===== config.mk =====
export PLATFORM = sky130hd
export DESIGN_NAME = slink_bist_tx
export DESIGN_NICKNAME = d
export VERILOG_FILES = /design/src/rtl/slink_bist_tx.sv
export SDC_FILE = /design/constraint.sdc
export NUM_CORES = 1
export LEC_CHECK = 0
export CAP_MARGIN = 10
export CELL_PAD_IN_SITES_DETAIL_PLACEMENT = 1
export CELL_PAD_IN_SITES_GLOBAL_PLACEMENT = 2
export CORE_MARGIN = 2
export CORE_UTILIZATION = 30
export CTS_BUF_LIST = sky130_fd_sc_hd__clkbuf_8 sky130_fd_sc_hd__clkbuf_16
export DETAILED_ROUTE_END_ITERATION = 12
export PLACE_DENSITY = 0.8
export SLEW_MARGIN = 20
export SYNTH_ARGS = -nofsm -noshare
export SYNTH_HDL_FRONTEND = slang
export SYNTH_SLANG_ARGS = --single-unit

===== constraint.sdc =====
create_clock -name clk -period 9.29 [get_ports clk]
set_input_delay 0.929 -clock clk [delete_from_list [all_inputs] [get_ports clk]]
set_output_delay 0.929 -clock clk [all_outputs]
set_load 0.02 [all_outputs]

===== src/rtl/slink_bist_tx.sv =====
// slink_bist_tx: BIST packet generator for the S-Link application TX path.
// Emits back-to-back packets whose data ID, word count and payload follow the
// swi_bist_* configuration, matching what the receive-side BIST checker expects.
//
// state   | meaning
// IDLE    | generator off, no beats presented
// SOP     | presenting first beat (header + payload bytes 0..N-1)
// PAYLOAD | presenting continuation beats starting at r_byte_off
//
// Payload select encodings (mirrors BIST_PAYLOAD_* in slink_includes.vh):
//   4'h0 -> 0xAA (1010), 4'h1 -> 0xCC (1100), 4'h2 -> 0xF0 (1111_0000),
//   4'h3 -> byte index counter, anything else -> 0xD0.
module slink_bist_tx #(
  parameter  int APP_DATA_WIDTH = 32,
  localparam int APP_DATA_BYTES = APP_DATA_WIDTH >> 3
) (
  input  logic                      clk,
  input  logic                      reset,
  input  logic                      swi_bist_en,
  input  logic [3:0]                swi_bist_mode_payload,
  input  logic                      swi_bist_mode_wc,
  input  logic [15:0]               swi_bist_wc_min,
  input  logic [15:0]               swi_bist_wc_max,
  input  logic                      swi_bist_mode_di,
  input  logic [7:0]                swi_bist_di_min,
  input  logic [7:0]                swi_bist_di_max,
  output logic                      sop,
  output logic [7:0]                data_id,
  output logic [15:0]               word_count,
  output logic [APP_DATA_WIDTH-1:0] app_data,
  output logic                      valid,
  input  logic                      advance,
  output logic                      bist_active,
  output logic [15:0]               bist_pkt_count
);

  localparam logic [3:0]  PAYLOAD_1010     = 4'h0;
  localparam logic [3:0]  PAYLOAD_1100     = 4'h1;
  localparam logic [3:0]  PAYLOAD_11110000 = 4'h2;
  localparam logic [3:0]  PAYLOAD_COUNT    = 4'h3;
  localparam logic [16:0] BEAT_BYTES       = 17'(APP_DATA_BYTES);

  typedef enum logic [1:0] {
    ST_IDLE    = 2'd0,
    ST_SOP     = 2'd1,
    ST_PAYLOAD = 2'd2
  } state_t;

  state_t      r_state, w_state_nxt;
  logic        r_en_meta, r_en_s;
  logic [15:0] r_cur_wc, w_cur_wc_nxt;
  logic [7:0]  r_cur_di, w_cur_di_nxt;
  logic [3:0]  r_payload, w_payload_nxt;
  logic [16:0] r_byte_off, w_byte_off_nxt;
  logic [15:0] r_pkt_count, w_pkt_count_nxt;
  logic        w_pkt_done;
  logic [16:0] w_beat_base;
  logic [16:0] w_cur_wc_ext;

  // Byte value for absolute payload index k; bytes past the word count are zero.
  function automatic logic [7:0] pattern_byte(input logic [3:0] code,
                                               input logic [16:0] k,
                                               input logic [16:0] wc);
    logic [7:0] b;
    if (k >= wc) begin
      b = 8'h00;
    end else begin
      case (code)
        PAYLOAD_1010:     b = 8'hAA;
        PAYLOAD_1100:     b = 8'hCC;
        PAYLOAD_11110000: b = 8'hF0;
        PAYLOAD_COUNT:    b = k[7:0];
        default:          b = 8'hD0;
      endcase
    end
    return b;
  endfunction

  assign w_cur_wc_ext = {1'b0, r_cur_wc};
  assign w_beat_base  = (r_state == ST_PAYLOAD) ? r_byte_off : 17'd0;

  // Two-flop synchronizer for the asynchronous enable.
  always_ff @(posedge clk or negedge reset) begin
    if (!reset) begin
      r_en_meta <= 1'b0;
      r_en_s    <= 1'b0;
    end else begin
      r_en_meta <= swi_bist_en;
      r_en_s    <= r_en_meta;
    end
  end

  // State and packet-context registers.
  always_ff @(posedge clk or negedge reset) begin
    if (!reset) begin
      r_state     <= ST_IDLE;
      r_cur_wc    <= 16'd0;
      r_cur_di    <= 8'd0;
      r_payload   <= 4'd0;
      r_byte_off  <= 17'd0;
      r_pkt_count <= 16'd0;
    end else begin
      r_state     <= w_state_nxt;
      r_cur_wc    <= w_cur_wc_nxt;
      r_cur_di    <= w_cur_di_nxt;
      r_payload   <= w_payload_nxt;
      r_byte_off  <= w_byte_off_nxt;
      r_pkt_count <= w_pkt_count_nxt;
    end
  end

  // Next-state: packet sequencing, boundary-only config sampling, wc/di stepping.
  always_comb begin
    w_state_nxt     = r_state;
    w_cur_wc_nxt    = r_cur_wc;
    w_cur_di_nxt    = r_cur_di;
    w_payload_nxt   = r_payload;
    w_byte_off_nxt  = r_byte_off;
    w_pkt_count_nxt = r_pkt_count;
    w_pkt_done      = 1'b0;

    case (r_state)
      ST_IDLE: begin
        if (r_en_s) begin
          w_cur_wc_nxt    = swi_bist_wc_min;
          w_cur_di_nxt    = swi_bist_di_min;
          w_payload_nxt   = swi_bist_mode_payload;
          w_byte_off_nxt  = 17'd0;
          w_pkt_count_nxt = 16'd0;
          w_state_nxt     = ST_SOP;
        end
      end
      ST_SOP: begin
        if (advance) begin
          if (w_cur_wc_ext <= BEAT_BYTES) begin
            w_pkt_done = 1'b1;
          end else begin
            w_byte_off_nxt = BEAT_BYTES;
            w_state_nxt    = ST_PAYLOAD;
          end
        end
      end
      ST_PAYLOAD: begin
        if (advance) begin
          // Last-beat test uses the offset of the beat being accepted.
          if (r_byte_off + BEAT_BYTES >= w_cur_wc_ext) begin
            w_pkt_done = 1'b1;
          end else begin
            w_byte_off_nxt = r_byte_off + BEAT_BYTES;
          end
        end
      end
      default: w_state_nxt = ST_IDLE;
    endcase

    if (w_pkt_done) begin
      if (r_pkt_count != 16'hFFFF) begin
        w_pkt_count_nxt = r_pkt_count + 16'd1;
      end
      if (!swi_bist_mode_wc) begin
        w_cur_wc_nxt = swi_bist_wc_min;
      end else if (r_cur_wc == swi_bist_wc_max) begin
        w_cur_wc_nxt = swi_bist_wc_min;
      end else begin
        w_cur_wc_nxt = r_cur_wc + 16'd1;
      end
      if (!swi_bist_mode_di) begin
        w_cur_di_nxt = swi_bist_di_min;
      end else if (r_cur_di == swi_bist_di_max) begin
        w_cur_di_nxt = swi_bist_di_min;
      end else begin
        w_cur_di_nxt = r_cur_di + 8'd1;
      end
      w_payload_nxt  = swi_bist_mode_payload;
      w_byte_off_nxt = 17'd0;
      w_state_nxt    = r_en_s ? ST_SOP : ST_IDLE;
    end
  end

  // Beat outputs decoded from registered context so they hold while stalled.
  always_comb begin
    valid          = (r_state != ST_IDLE);
    sop            = (r_state == ST_SOP);
    bist_active    = (r_state != ST_IDLE);
    bist_pkt_count = r_pkt_count;
    data_id        = 8'd0;
    word_count     = 16'd0;
    app_data       = '0;
    if (r_state == ST_SOP) begin
      data_id    = r_cur_di;
      word_count = r_cur_wc;
    end
    if (r_state != ST_IDLE) begin
      for (int i = 0; i < APP_DATA_BYTES; i++) begin
        app_data[8*i +: 8] = pattern_byte(r_payload, w_beat_base + 17'(i), w_cur_wc_ext);
      end
    end
  end

endmodule


==> results.yml <==
die:
  core.rowCount: 49
  fp.coreArea_um2: 17800
  initial_utilization_pct: 30.3
  die-area_um2: 19100
  die_h_um: 138
  die-width_um: 138
  io_pins: 133
synthesis:
  seq_area_frac_synth_pct: 29.2
  synthesis.area_um2: 5390
  ys_types: 63
  synthFlopType: "dfrtp_1"
  synth_top_area_share_pct: 29.2
  synth.area.top_cells: "dfrtp_1 (29%), ha_1 (9.5%), nand2_1 (5.6%)"
  synth_warnings: 0
  synth_edf_count: 0
  synth.ff_latch_count: 63
  post-synth-top-count-cell: "nand2_1"
  synthDominantAreaCellType: "dfrtp_1"
  synth-async-reset-ratio_pct: 100
  synth_cells: 661
  syn-mean-instance-area_um2: 8.16
  synth.cells.most_frequent: "nand2_1 (81), dfrtp_1 (63), nor2_1 (63)"
timing:
  fin_ws_ns: 4.13
  slew-limit-headroom_pct: 40.7
  setup_viol: 0
  fin_hold_ws_ns: 0.348
  rsz0062_at_grt: "false"
  final-hold-violation-count: 0
  clock-skew-final_ns: 0.00795
  finalCriticalPeriod_ns: 5.16
  measured_slew_at_the_worst_slew_check_pin_ns: 0.882
  timing.setup.tns_ns: 0
  report.final.slew_viol_count: 0
  clock.fmax_ghz: 0.194
  finalCritPeriodShare_pct: 55.5
detailed_routing:
  dr.first_iter.drc_count: 202
  vias: 5340
  drc: 0
  drtPass1Iterations: 4
  drt-vias-per-instance: 5.31
  wirelength_mm: 18.7
  ant_nets: 0
  wl_per_cell_um: 18.6
pwr:
  power.static_leakage_nw: 3.16
  vdd_ir_drop_max_mv: 0.139
  power.density_cell_area_nw_per_um2: 278
global_route:
  gr-usage-all-layers_pct: 19.9
  grt_overflow: 0
  antenna_found_initial: 0
  grt_max_degree: 64
  first_global_vias: 5621
  grt_first_pass_wirelength_mm: 30.8
critical_path:
  critical_path.max_fanout: 30
  crit_type: "reg2out"
  timing.rr.start: "r_byte_off[4]$_DFFE_PN0P_"
  worst_setup_path_end_kind: "primary output"
  worst_setup_path_start_kind: "flop"
  worstRegToRegCells: 13
  critical_path_required_ns: 8.36
  regToRegEndpoint: "r_cur_wc[11]$_DFFE_PN0P_"
  reg2reg_slack_ns: 4.88
  cp.arrival_ns: 4.23
clock_tree:
  post-cts-setup-buffer-count: 0
  clock_tree_from_tritoncts: "built"
  post_cts_sizing: 0
  ctsLongestPathBuffers: 2
  insertion_delay_ns: 0.34
  cts.sink_count: 63
  cts_root_buf: "clkbuf_16"
  htree_num_levels: 3
  cts_hold_repair.buffers: 0
  tritoncts.num_buffers: 9
  clkSlewWorstSetupHoldPaths_ns: 0.05
job:
  max_cap_violations: 0
cells_and_area:
  final.fill_count: 2104
  final_net_count: 872
  fin_cells: 1006
  areaGrowthSynthToFinish_pct: 33.2
  drive_above_1_share_pct: 4.76
  antennaDiodeCount: 0
worst_hold_path:
  hold-path-endpoint: "r_en_s$_DFF_PN0_"
  min_delay_path_depth: 0
  holdCritStartpoint: "r_en_meta$_DFF_PN0_"
  min-delay-path-class: "reg2reg"
placed_design:
  dp_hpwl_mm: 14.4
  dp_cells: 991
  placement.io_buffers: 130
  dp_slack_ns: 4.53
  globalplace.congestion: 0.825
run_status:
  outcome: "finished, final reports clean"
==> metrics by stage <==
step | power (mW) | instance area, um2 | util, %
6_report | 2.00 | 7180 | 40.4
5_1_grt | 2.14 | 7180 | 40.4
4_1_cts | 2.02 | 7170 | 40.3
3_5_place_dp | 1.63 | 6840 | 38.5
3_3_place_gp | 1.59 | 6840 | 38.5
2_1_floorplan | 1.15 | 5400 | -
==> where the power goes <==
| group | switching, mW | internal [mW] | total, mW |
|---|---|---|---|
| clock network | 0.126 | 0.255 | 0.381 |
| registers | 0.144 | 0.343 | 0.486 |
| logic | 0.650 | 0.478 | 1.13 |
==> critical path: stages (launching register included) <==
cell	delay (ns)
dfrtp_1	0.42
inv_1	0.15
ha_1	0.61
and2_1	0.26
ha_1	0.25
a21o_1	0.18
a21o_1	0.17
a21o_1	0.18
a21o_1	0.17
a211oi_1	0.34
o32ai_2	0.14
buf_4	0.23
nor2_1	0.16
clkdlybuf4s50_1	0.63
==> state kept, by name, indices dropped and copies added (netlist names) <==
signal,flops
r_state,2
bist_pkt_count,16
r_en_meta,1
r_payload,4
r_en_s,1
r_cur_di,8
r_cur_wc,16
r_byte_off,15
==> final cells by class <==
cell class                      instances  area [um2]  area share, %
Inverter                               31         116           1.62
Clock buffer                           12         267           3.71
Timing Repair Buffer                  132        1310           18.3
Clock inverter                          3        65.1          0.906
Multi-Input combinational cell        536        3560           49.6
Tap cell                              229         287           3.99
Sequential cell                        63        1580           22.0
==> metal layers <==
layer	track usage, %	share of wire [%]	vias up
li1	-	-	2605
met1	26.3	47	2603
met2	34.0	48	119
met3	3.57	4.3	13
met4	4.94	1.1	0
met5	0	0	-
==> cell usage in the layout (no fill, tap or decap), types with 11 or more instances in the layout <==
cell type,n
nand2_1,81
and3_1,11
a21o_1,12
ha_1,41
nand3_1,21
clkdlybuf4s50_1,129
nor2_1,63
xor2_1,23
inv_1,31
dfrtp_1,63
xnor2_1,17
o21ai_0,24
a21oi_1,35
nand4_1,21
and2_1,46
==> cell families after synthesis <==
group	synth area share, %
other cells	0.0695
simple gates	27.9
compound gates	20.0
buf+inv	5.20
flops	29.2
xor+xnor	6.50
fa+ha+maj	9.51
mux	1.53
==> worst max path at each step <==
stage,start,endpoint,slack [ns],cells after the start
floorplan,r_state[0]$_DFFE_PN0P_,app_data[10],5.42,14
global placement,r_state[0]$_DFFE_PN0P_,app_data[9],4.65,13
detailed placement,r_state[0]$_DFFE_PN0P_,app_data[18],4.53,13
global route,r_state[0]$_DFFE_PN0P_,app_data[18],3.87,13
finish,r_state[0]$_DFFE_PN0P_,app_data[18],4.13,13
CTS,r_state[0]$_DFFE_PN0P_,app_data[18],4.12,13
Power figures use the tool's default switching activity.
